<file path="config.mk">
export PLATFORM = sky130hd
export DESIGN_NAME = sdram_read
export DESIGN_NICKNAME = d
export VERILOG_FILES = /design/src/rtl/sdram_read.sv
export SDC_FILE = /design/constraint.sdc
export NUM_CORES = 1
export LEC_CHECK = 0
export CAP_MARGIN = 0
export CORE_ASPECT_RATIO = 1.5
export CORE_MARGIN = 5
export CORE_UTILIZATION = 45
export CTS_CLUSTER_SIZE = 10
export DETAILED_ROUTE_END_ITERATION = 8
export PLACE_DENSITY_LB_ADDON = 0.08
export SYNTH_ARGS = -nofsm -noshare
export SYNTH_HDL_FRONTEND = slang
export SYNTH_SLANG_ARGS = --single-unit
</file>
<file path="constraint.sdc">
create_clock -name sclk -period 3.21 [get_ports sclk]
set_input_delay 0.642 -clock sclk [delete_from_list [all_inputs] [get_ports sclk]]
set_output_delay 0.642 -clock sclk [all_outputs]
set_load 0.005 [all_outputs]
</file>
<file path="src/rtl/sdram_read.sv">
// Purpose: SDRAM read master; arbitrated ACT/READ(BL4)/PRE sessions that stream low data bytes into a read FIFO.
// Latency: READ on the bus in cycle c gives FIFO strobes in cycles c+CAS_LAT+1 .. c+CAS_LAT+4.
// Backpressure: none from the FIFO; yields the bus at a burst boundary on ref_req and waits for rd_en.
module sdram_read #(
    parameter int CAS_LAT   = 3,
    parameter int NUM_BURST = 128
) (
    input  logic        sclk,
    input  logic        reset,
    input  logic        rd_trig,
    output logic        rd_req,
    input  logic        rd_en,
    input  logic        ref_req,
    output logic        flag_rd_end,
    output logic [3:0]  rd_cmd,
    output logic [11:0] rd_addr,
    output logic [1:0]  bank_addr,
    input  logic [15:0] rd_data,
    output logic        rfifo_wr_en,
    output logic [7:0]  rfifo_wr_data
);

    localparam logic [3:0] CMD_NOP  = 4'b0111;
    localparam logic [3:0] CMD_ACT  = 4'b0011;
    localparam logic [3:0] CMD_READ = 4'b0101;
    localparam logic [3:0] CMD_PRE  = 4'b0010;
    localparam int         PIPE_W   = CAS_LAT + 3;

    typedef enum logic [2:0] {S_IDLE, S_REQ, S_ACT, S_RD, S_PRE} state_t;

    state_t              state;
    logic [1:0]          cnt;
    logic [8:0]          burst_left;
    logic [11:0]         row_ptr;
    logic [6:0]          col_ptr;
    logic                last_col;
    logic                ref_lat;
    logic                rd_exit;
    logic                issue_rd;
    logic [PIPE_W-1:0]   rd_pipe;
    logic                sample;
    logic                unused_hi;

    assign bank_addr = 2'b00;
    assign rd_req    = (state == S_REQ);
    assign sample    = |rd_pipe[CAS_LAT+2:CAS_LAT-1];
    assign unused_hi = ^rd_data[15:8];

    // Decide whether the burst boundary ends the row session and whether a READ goes out this edge
    always_comb begin
        rd_exit  = (burst_left == 9'd0) || ref_req || last_col;
        issue_rd = 1'b0;
        if (cnt == 2'd3) begin
            if (state == S_ACT)
                issue_rd = 1'b1;
            else if (state == S_RD && !rd_exit)
                issue_rd = 1'b1;
        end
    end

    // Address pointers and burst budget; pointers survive sessions so reads resume where they left off
    always_ff @(posedge sclk or negedge reset) begin
        if (!reset) begin
            burst_left <= '0;
            row_ptr    <= '0;
            col_ptr    <= '0;
            last_col   <= 1'b0;
        end else if (state == S_IDLE && rd_trig) begin
            burst_left <= 9'(NUM_BURST);
        end else if (issue_rd) begin
            burst_left <= burst_left - 9'd1;
            col_ptr    <= col_ptr + 7'd1;
            last_col   <= (col_ptr == 7'd127);
            if (col_ptr == 7'd127)
                row_ptr <= row_ptr + 12'd1;
        end
    end

    // Session FSM with registered command/address so both change together on the clock edge
    always_ff @(posedge sclk or negedge reset) begin
        if (!reset) begin
            state       <= S_IDLE;
            cnt         <= '0;
            ref_lat     <= 1'b0;
            flag_rd_end <= 1'b0;
            rd_cmd      <= CMD_NOP;
            rd_addr     <= '0;
        end else begin
            flag_rd_end <= 1'b0;
            rd_cmd      <= CMD_NOP;
            rd_addr     <= '0;
            case (state)
                S_IDLE: begin
                    if (rd_trig)
                        state <= S_REQ;
                end
                S_REQ: begin
                    if (rd_en) begin
                        state   <= S_ACT;
                        cnt     <= '0;
                        rd_cmd  <= CMD_ACT;
                        rd_addr <= row_ptr;
                    end
                end
                S_ACT: begin
                    if (cnt == 2'd3) begin
                        state   <= S_RD;
                        cnt     <= '0;
                        rd_cmd  <= CMD_READ;
                        rd_addr <= {3'b000, col_ptr, 2'b00};
                    end else begin
                        cnt <= cnt + 2'd1;
                    end
                end
                S_RD: begin
                    if (cnt == 2'd3) begin
                        cnt <= '0;
                        if (rd_exit) begin
                            state   <= S_PRE;
                            ref_lat <= ref_req;
                            rd_cmd  <= CMD_PRE;
                            rd_addr <= 12'h400;
                        end else begin
                            rd_cmd  <= CMD_READ;
                            rd_addr <= {3'b000, col_ptr, 2'b00};
                        end
                    end else begin
                        cnt <= cnt + 2'd1;
                    end
                end
                S_PRE: begin
                    if (cnt == 2'd3) begin
                        cnt <= '0;
                        if (burst_left == 9'd0) begin
                            state       <= S_IDLE;
                            flag_rd_end <= 1'b1;
                        end else if (ref_lat) begin
                            state       <= S_REQ;
                            flag_rd_end <= 1'b1;
                        end else begin
                            state   <= S_ACT;
                            rd_cmd  <= CMD_ACT;
                            rd_addr <= row_ptr;
                        end
                    end else begin
                        cnt <= cnt + 2'd1;
                    end
                end
                default: state <= S_IDLE;
            endcase
        end
    end

    // Capture pipeline: tracks READs on the bus and samples DQ across the CAS-delayed 4-beat window
    always_ff @(posedge sclk or negedge reset) begin
        if (!reset) begin
            rd_pipe       <= '0;
            rfifo_wr_en   <= 1'b0;
            rfifo_wr_data <= '0;
        end else begin
            rd_pipe     <= {rd_pipe[PIPE_W-2:0], (rd_cmd == CMD_READ)};
            rfifo_wr_en <= sample;
            if (sample)
                rfifo_wr_data <= rd_data[7:0];
        end
    end

endmodule

</file>
### After elaboration in Yosys (flattened, before gate mapping)

Cells that the tools add are included.

* output and inout port bits: 29
* word-level logic and storage cells: 84
* bits of input ports: 21
* register bits: 67

* reductions and logical operators: 16
* bitwise logic cells: 1
* muxes and demuxes: 37
* equal/unequal tests: 13
* add/subtract/negate cells: 4

Operator list (number)
* 2-to-1 mux 12 bit: 4
* one-hot mux 12 bit (4 select lines): 1
* 2-to-1 mux 3 bit: 12
* 2-to-1 mux 9 bit: 3
* 2-to-1 mux 11 bit: 2
* one-hot mux 3 bit (5 select lines): 1
* adder 12 x 1 -> 12 bit (second input constant): 1
* one-hot mux 3 bit (4 select lines): 1
* 2-to-1 mux 2 bit: 5
* zero test 9 bit: 1
* subtractor 9 x 1 -> 9 bit (second input constant): 1
* adder 7 x 1 -> 7 bit (second input constant): 1
* equality test 7 bit (second input constant): 1
* 2-to-1 mux 1 bit: 7
* equality test 3 x 2 -> 1 bit (second input constant): 2
* inequality test 2 x 1 -> 1 bit (second input constant): 3
* inequality test 2 bit (second input constant): 3
* AND reduction 3 bit: 2
* AND reduction 6 bit: 1
* equality test 4 x 3 -> 1 bit (second input constant): 1
* one-hot mux 2 bit (2 select lines): 1
* AND reduction 2 bit: 2
* nonzero test 2 bit: 2
* OR reduction 4 bit: 1
* 10 further kinds: 12

### Logic depth before layout (Yosys ltp)

Gate-level depths: netlist (run 1).

* depth in word-level cells: 10
* mapped depth: 9

### Worst setup path after synthesis (run 1)

Ideal clock, no wire load.

* path kind: reg2reg
* start: register burst_left[0]
* end: register rd_addr[4]
* cell stages (with the launch flop): 9
* slack: 1.208 ns
* buffers on the path: 1
* clock period less this slack: 2.002 ns
* data arrival time: 1.881 ns
* required time: 3.089 ns
* cells stage by stage: dfrtp_1 > inv_1 > ha_1 > or4b_1 > nor2_1 > nor2_1 > a22o_1 > buf_2 > a22o_1

* cells in the longest elaborated chain, start to end: 6

RTL lines
* from (decl): line 33 `logic [8:0] burst_left;`
* from (signal assigned): line 69 `burst_left <= 9'(NUM_BURST);`
* from (signal assigned): line 71 `burst_left <= burst_left - 9'd1;`
* zero test 9 bit *: line 51, 134
* logical OR 1 bit (2 in a row): line 51 `rd_exit = (burst_left == 9'd0) || ref_req || last_col;`
* 2-to-1 mux 11 bit: line 118 `if (rd_exit) begin`
* 2-to-1 mux 11 bit: line 116 `if (cnt == 2'd3) begin`
* one-hot mux 12 bit (4 select lines) *: line 92 `case (state)`
* to (signal assigned): line 102 `rd_addr <= row_ptr;`
* to (signal assigned): line 110 `rd_addr <= {3'b000, col_ptr, 2'b00};`
* to (signal assigned): line 125 `rd_addr <= {3'b000, col_ptr, 2'b00};`
* to (decl): line 16 `output logic [11:0] rd_addr,`

Every way passes the cells marked *; elsewhere a longest branch is shown, timed or not.
A chain may end at the register's enable or synchronous reset.

### Worst setup path after layout (run 1)

* start: register state[0]
* end: output port rd_req

* cells in the longest elaborated chain, start to end: 1

RTL lines
* from (decl): line 31 `state_t state;`
* from (signal assigned): line 82 `state <= S_IDLE;`
* from (signal assigned): line 95 `state <= S_REQ;`
* from (signal assigned): line 99 `state <= S_ACT;`
* equality test 3 x 1 -> 1 bit: line 45 `assign rd_req = (state == S_REQ);`
* to (decl): line 11 `output logic rd_req,`

Every way passes these cells.

==> results.yml, run 1 <==
run_status:
  status: "complete, no violations"
setup_path:
  rr_startpoint: "burst_left[0]"
  r2r_cells: 7
  r2r_slack_ps: 970
  critPathKind: "reg -> out"
  cp.required_ps: 2570
  timing.rr.end: "state[1]"
  worst-endpoint-arrival_ps: 1960
  start_kind: "flop"
  end_kind: "output pin"
  path_max_fanout: 15
global_route:
  track_usage_pct: 14.7
  grt_max_degree: 34
  grt_pass1_vias: 1889
  antenna_found_initial: 0
  grt_pass1_wl_um: 8850
  grt_overflow_total: 0
clocking:
  clock_sinks: 66
  ctsRootBufferMaster: "clkbuf_8"
  htree_levels: 3
  numCtsBuffers: 9
  cts_max_path_buffers: 2
  insertion_delay_ps: 340
  cts_tree: "built"
  path_clk_slew_ps: 70
  post_cts_resized: 0
  cts_hold_buffers: 0
  post_cts_buffers: 0
floorplanning:
  pin_count: 50
  die_h_um: 107
  fp.dieArea_sq_um: 8010
  core_area_sq_um: 6130
  initial_utilization_pct: 46.2
  die_x_um: 74.8
  rows: 35
layout:
  syn_to_final_growth_pct: 23.9
  drive_above_1_share_pct: 13.8
  fin_nets: 311
  n_antenna_cell: 0
timing:
  clock_skew_ps: 9.85
  fmax_ghz: 0.385
  min_period_ps: 2600
  hold_violations: 0
  timing.final.ws_setup_ps: 611
  rsz0062_at_grt: "no"
  relSlewSlack_pct: 34.8
  setup_viol: 0
  fin_setup_tns_ps: 0
  worst_pin_slew_ps: 970
  finalMaxSlewViolations: 0
  fin_crit_sh_pct: 81.0
yosys:
  ys_seq_area_share_pct: 58.5
  synthCells: 241
  synthTopCellsByCount: "dfrtp_1 (63), nand2_1 (22), nor2_1 (17)"
  yosysMostFrequentCell: "dfrtp_1"
  netlist_area_sq_um: 2830
  synth_area_leader_cell: "dfrtp_1"
  synth_top_area_share_pct: 55.7
  synth_warnings: 0
  async_reset_ff_share_pct: 100
  synth_edf_count: 0
  synth_seq_cells: 66
  yosys-top-cells-area: "dfrtp_1 (56%), mux2_2 (4.0%), xnor2_1 (3.1%)"
  ys_types: 48
  ys.flop_type: "dfrtp_1"
  synth_area_per_cell_sq_um: 11.7
pwr:
  p_leak_nw: 1.54
  power_density_nw_per_um2: 852
  vdd_drop_max_mv: 0.431
routing:
  drt-initial-drc-count: 89
  via_per_inst: 5.28
  detail_route.first_pass.iterations: 4
  route.detailed.drc: 0
  final_antenna_net_count: 0
  wire_per_inst_um: 14.8
  drt-total-wl_um: 5370
  vias: 1921
placed_design:
  gp_congestion: 0.805
  dp_slack_ps: 744
  dp_hpwl_um: 3820
  io_buffers: 38
flow_run:
  maxCapViolations: 0
hold_path:
  min_path_type: "in -> async"
worst max-delay path by stage:
stage | slack, ps | endpoint | cells after the start | startpoint
global placement | 770 | row_ptr[1] | 5 | ref_req
global route | 470 | rd_req | 3 | state[0]
finish | 610 | rd_req | 3 | state[0]
CTS | 580 | rd_req | 3 | state[0]
detailed placement | 740 | row_ptr[1] | 5 | ref_req
floorplan | 1210 | rd_addr[4] | 8 | burst_left[0]
worst max-delay path: stages, from the launching register on:
cell,delay (ps)
dfrtp_1,650
inv_1,140
nor3_1,270
clkdlybuf4s50_1,550
layout by cell type (no fill, tap or decap), types with 2 or more instances in the layout:
cell type / Yosys / routed
dfrtp_1: 63 / 63
clkdlybuf4s50_1: 0 / 37
nand2_1: 22 / 22
nor2_1: 17 / 17
clkbuf_8: 0 / 12
mux2_2: 10 / 10
nand3_1: 10 / 10
xnor2_1: 10 / 10
inv_1: 9 / 9
xor2_1: 9 / 9
a22o_1: 8 / 8
o21ai_0: 7 / 7
and2_1: 5 / 5
mux2i_1: 5 / 5
nand4_1: 5 / 5
ha_1: 5 / 5
nor4_1: 4 / 4
nor3_1: 3 / 3
a21o_1: 3 / 3
and4_1: 3 / 3
and3_1: 3 / 3
conb_1: 1 / 3
buf_4: 3 / 3
dfstp_2: 3 / 3
a21oi_1: 2 / 2
a2111oi_0: 2 / 2
o21ai_1: 2 / 2
bufinv_16: 0 / 2
per-stage QoR:
stage	std cells	instance area (sq um)	total power, mW	util, %	hold WS, ps
after floorplan	243	2840	1.84	-	331
after global placement	348	3270	2.18	53.3	337
after detailed placement	348	3270	2.21	53.3	337
after CTS	364	3510	3.02	57.2	351
after global routing	364	3510	3.18	57.2	366
final	364	3510	2.99	57.2	342
cells by family after synthesis:
logic type	share of synthesized area, %
AOI/OAI and AO/OA	8.89
xor gates and xnor gates	5.88
adders and majority gates	2.21
buffers and inverters	3.40
DFF	58.5
muxes	6.15
other	0.132
and+or+nand+nor	14.9
layer usage:
metal,vias up,wire length (um),global-route usage (%)
met5,-,0,0
li1,924,-,-
met3,15,257,3.47
met4,0,180,8.91
met2,41,2590,23.1
met1,941,2350,18.0
power by group:
part | internal, mW | switching [mW] | total, mW
clock | 0.499 | 0.313 | 0.812
sequential | 1.07 | 0.194 | 1.26
combinational | 0.503 | 0.411 | 0.914
flip-flops by register name (all words and copies together) (netlist names), 2 cells and up:
signal / flops
rfifo_wr_data: 8
cnt: 2
rd_addr: 12
row_ptr: 12
rd_cmd: 3
rd_pipe: 6
burst_left: 9
state: 3
col_ptr: 7
cell type report:
cell class	instances	area, sq um
tap	74	92.6
clock buffer	12	165
fill	539	2620
inverter	10	37.5
clock inverter	4	72.6
timing repair buffer	41	398
multi-input combinational	157	1090
sequential	66	1660
(Power assumes the default switching activity.)
==> inputs of run 2 (changes only) <==
- clock period: 3.21 -> 2.6 ns (I/O delays scaled with it)
==> run 2 against run 1 <==
Compared with the run above:
- worst hold slack lost 150 ps
- largest cell class unchanged
- non-clock buffer count grew 4
- critical path type unchanged
- register-to-register slack lost 610 ps
==> results.yml, run 2 (same netlist as run 1, synthesis figures left out) <==
timing:
  relSlewSlack_pct: 59.9
  worst_pin_slew_ps: 601
  timing.final.ws_setup_ps: 319
  rsz0062_at_grt: "no"
  fin_setup_tns_ps: 0
  min_period_ps: 2280
  fmax_ghz: 0.438
  finalMaxSlewViolations: 0
  clock_skew_ps: 6.96
  fin_crit_sh_pct: 87.7
  hold_violations: 0
  setup_viol: 0
global_route:
  grt_pass1_vias: 1951
  grt_pass1_wl_um: 9190
  grt_overflow_total: 0
  track_usage_pct: 15.2
  antenna_found_initial: 0
  grt_max_degree: 28
floorplanning:
  core_area_sq_um: 6130
  die_x_um: 74.8
  pin_count: 50
  initial_utilization_pct: 46.2
  fp.dieArea_sq_um: 8010
  die_h_um: 107
  rows: 35
layout:
  multi_input_area_sq_um: 1090
  final_cell_mix: "dfrtp_1 (63), clkdlybuf4s50_1 (37), nand2_1 (22)"
  layout_commonest_cell: "dfrtp_1"
  drive_above_1_share_pct: 14.0
  reg_top3: "rd_addr: 12 flops, row_ptr: 12 flops, burst_left: 9 flops"
  seqCellArea_sq_um: 1660
  n_antenna_cell: 0
  fillers: 527
  syn_to_final_growth_pct: 23.1
  fin_nets: 315
clocking:
  cts_max_path_buffers: 2
  insertion_delay_ps: 340
  post_cts_buffers: 0
  path_clk_slew_ps: 70
  ctsRootBufferMaster: "clkbuf_8"
  clock_sinks: 66
  cts_tree: "built"
  cts_hold_buffers: 0
  numCtsBuffers: 9
  htree_levels: 3
  post_cts_resized: 0
setup_path:
  start_kind: "flop"
  path_max_fanout: 8
  critPathKind: "reg -> out"
  end_kind: "output pin"
  worst-endpoint-arrival_ps: 1760
  cp.required_ps: 2080
pwr:
  vdd_drop_max_mv: 0.451
  power_density_nw_per_um2: 1010
  p_leak_nw: 1.54
run_status:
  status: "complete, no violations"
placed_design:
  io_buffers: 38
  gp_congestion: 0.824
  dp_hpwl_um: 3850
  dp_slack_ps: 348
flow_run:
  maxCapViolations: 0
routing:
  wire_per_inst_um: 14.7
  dr_wl_met3_um: 293
  final_antenna_net_count: 0
  m1WireLength_um: 2330
  via_per_inst: 5.22
  top_layer: "met4"
  vias: 1915
  route.detailed.drc: 0
  wl_met2_um: 2620
  drt-total-wl_um: 5380
  detail_route.first_pass.iterations: 4
  drt-initial-drc-count: 87
hold_path:
  min_path_type: "in -> async"
==> run 2: cell count changes in the layout (fill, tap and decap cells not counted) <==
cell / delta
buf_4: +4
clkbuf_1: +2
bufinv_16: -1
clkinv_2: +1
clkinvlp_4: -1
clkbuf_8: -2
==> run 2: area by class of cell <==
cell class,count,share of cell area [%]
sequential,66,47.5
clock inverter,3,1.15
tap,74,2.66
inverter,10,1.08
clock buffer,12,4.17
multi-input combinational,157,31.2
timing repair buffer,45,12.3
==> run 2: metrics by stage <==
step                cells  instance area (sq um)  util (%)  power (mW)  hold slack, ps
floorplan             243                   2840         -        2.27             224
global placement      352                   3300      53.8        2.73             339
detailed placement    352                   3300      53.8        2.76             339
CTS                   367                   3480      56.8        3.58             203
global route          367                   3480      56.8        3.80             223
finish                367                   3480      56.8        3.53             190
==> run 2: power by group <==
part | switching, mW | leakage [nW] | internal (mW)
registers | 0.219 | 0.821 | 1.32
logic | 0.528 | 0.623 | 0.655
clock network | 0.352 | 0.0962 | 0.461
==> run 2: path summary, 6_finish.rpt <==
| path | startpoint | end | slack (ps) | cells past startpoint |
|---|---|---|---|---|
| min | reset | row_ptr[9] | 190 | 1 |
| min reg2reg | rd_pipe[1] | rd_pipe[2] | 350 | 0 |
| max reg2reg | burst_left[0] | state[1] | 360 | 7 |
| min in group sclk | rd_pipe[1] | rd_pipe[2] | 350 | 0 |
| max in group asynchronous | reset | rd_cmd[1] | 1630 | 2 |
| max | state[0] | rd_req | 320 | 3 |
==> run 2: per-layer routing <==
layer	up-vias	GRT usage, %
met5	-	0
met4	0	7.89
met3	11	4.32
met2	40	23.2
met1	930	19.4
li1	934	-
==> run 2: critical path: stages (launching register included) <==
cell             delay, ps
dfrtp_1                470
inv_1                  110
nor3_1                 280
clkdlybuf4s50_1        560
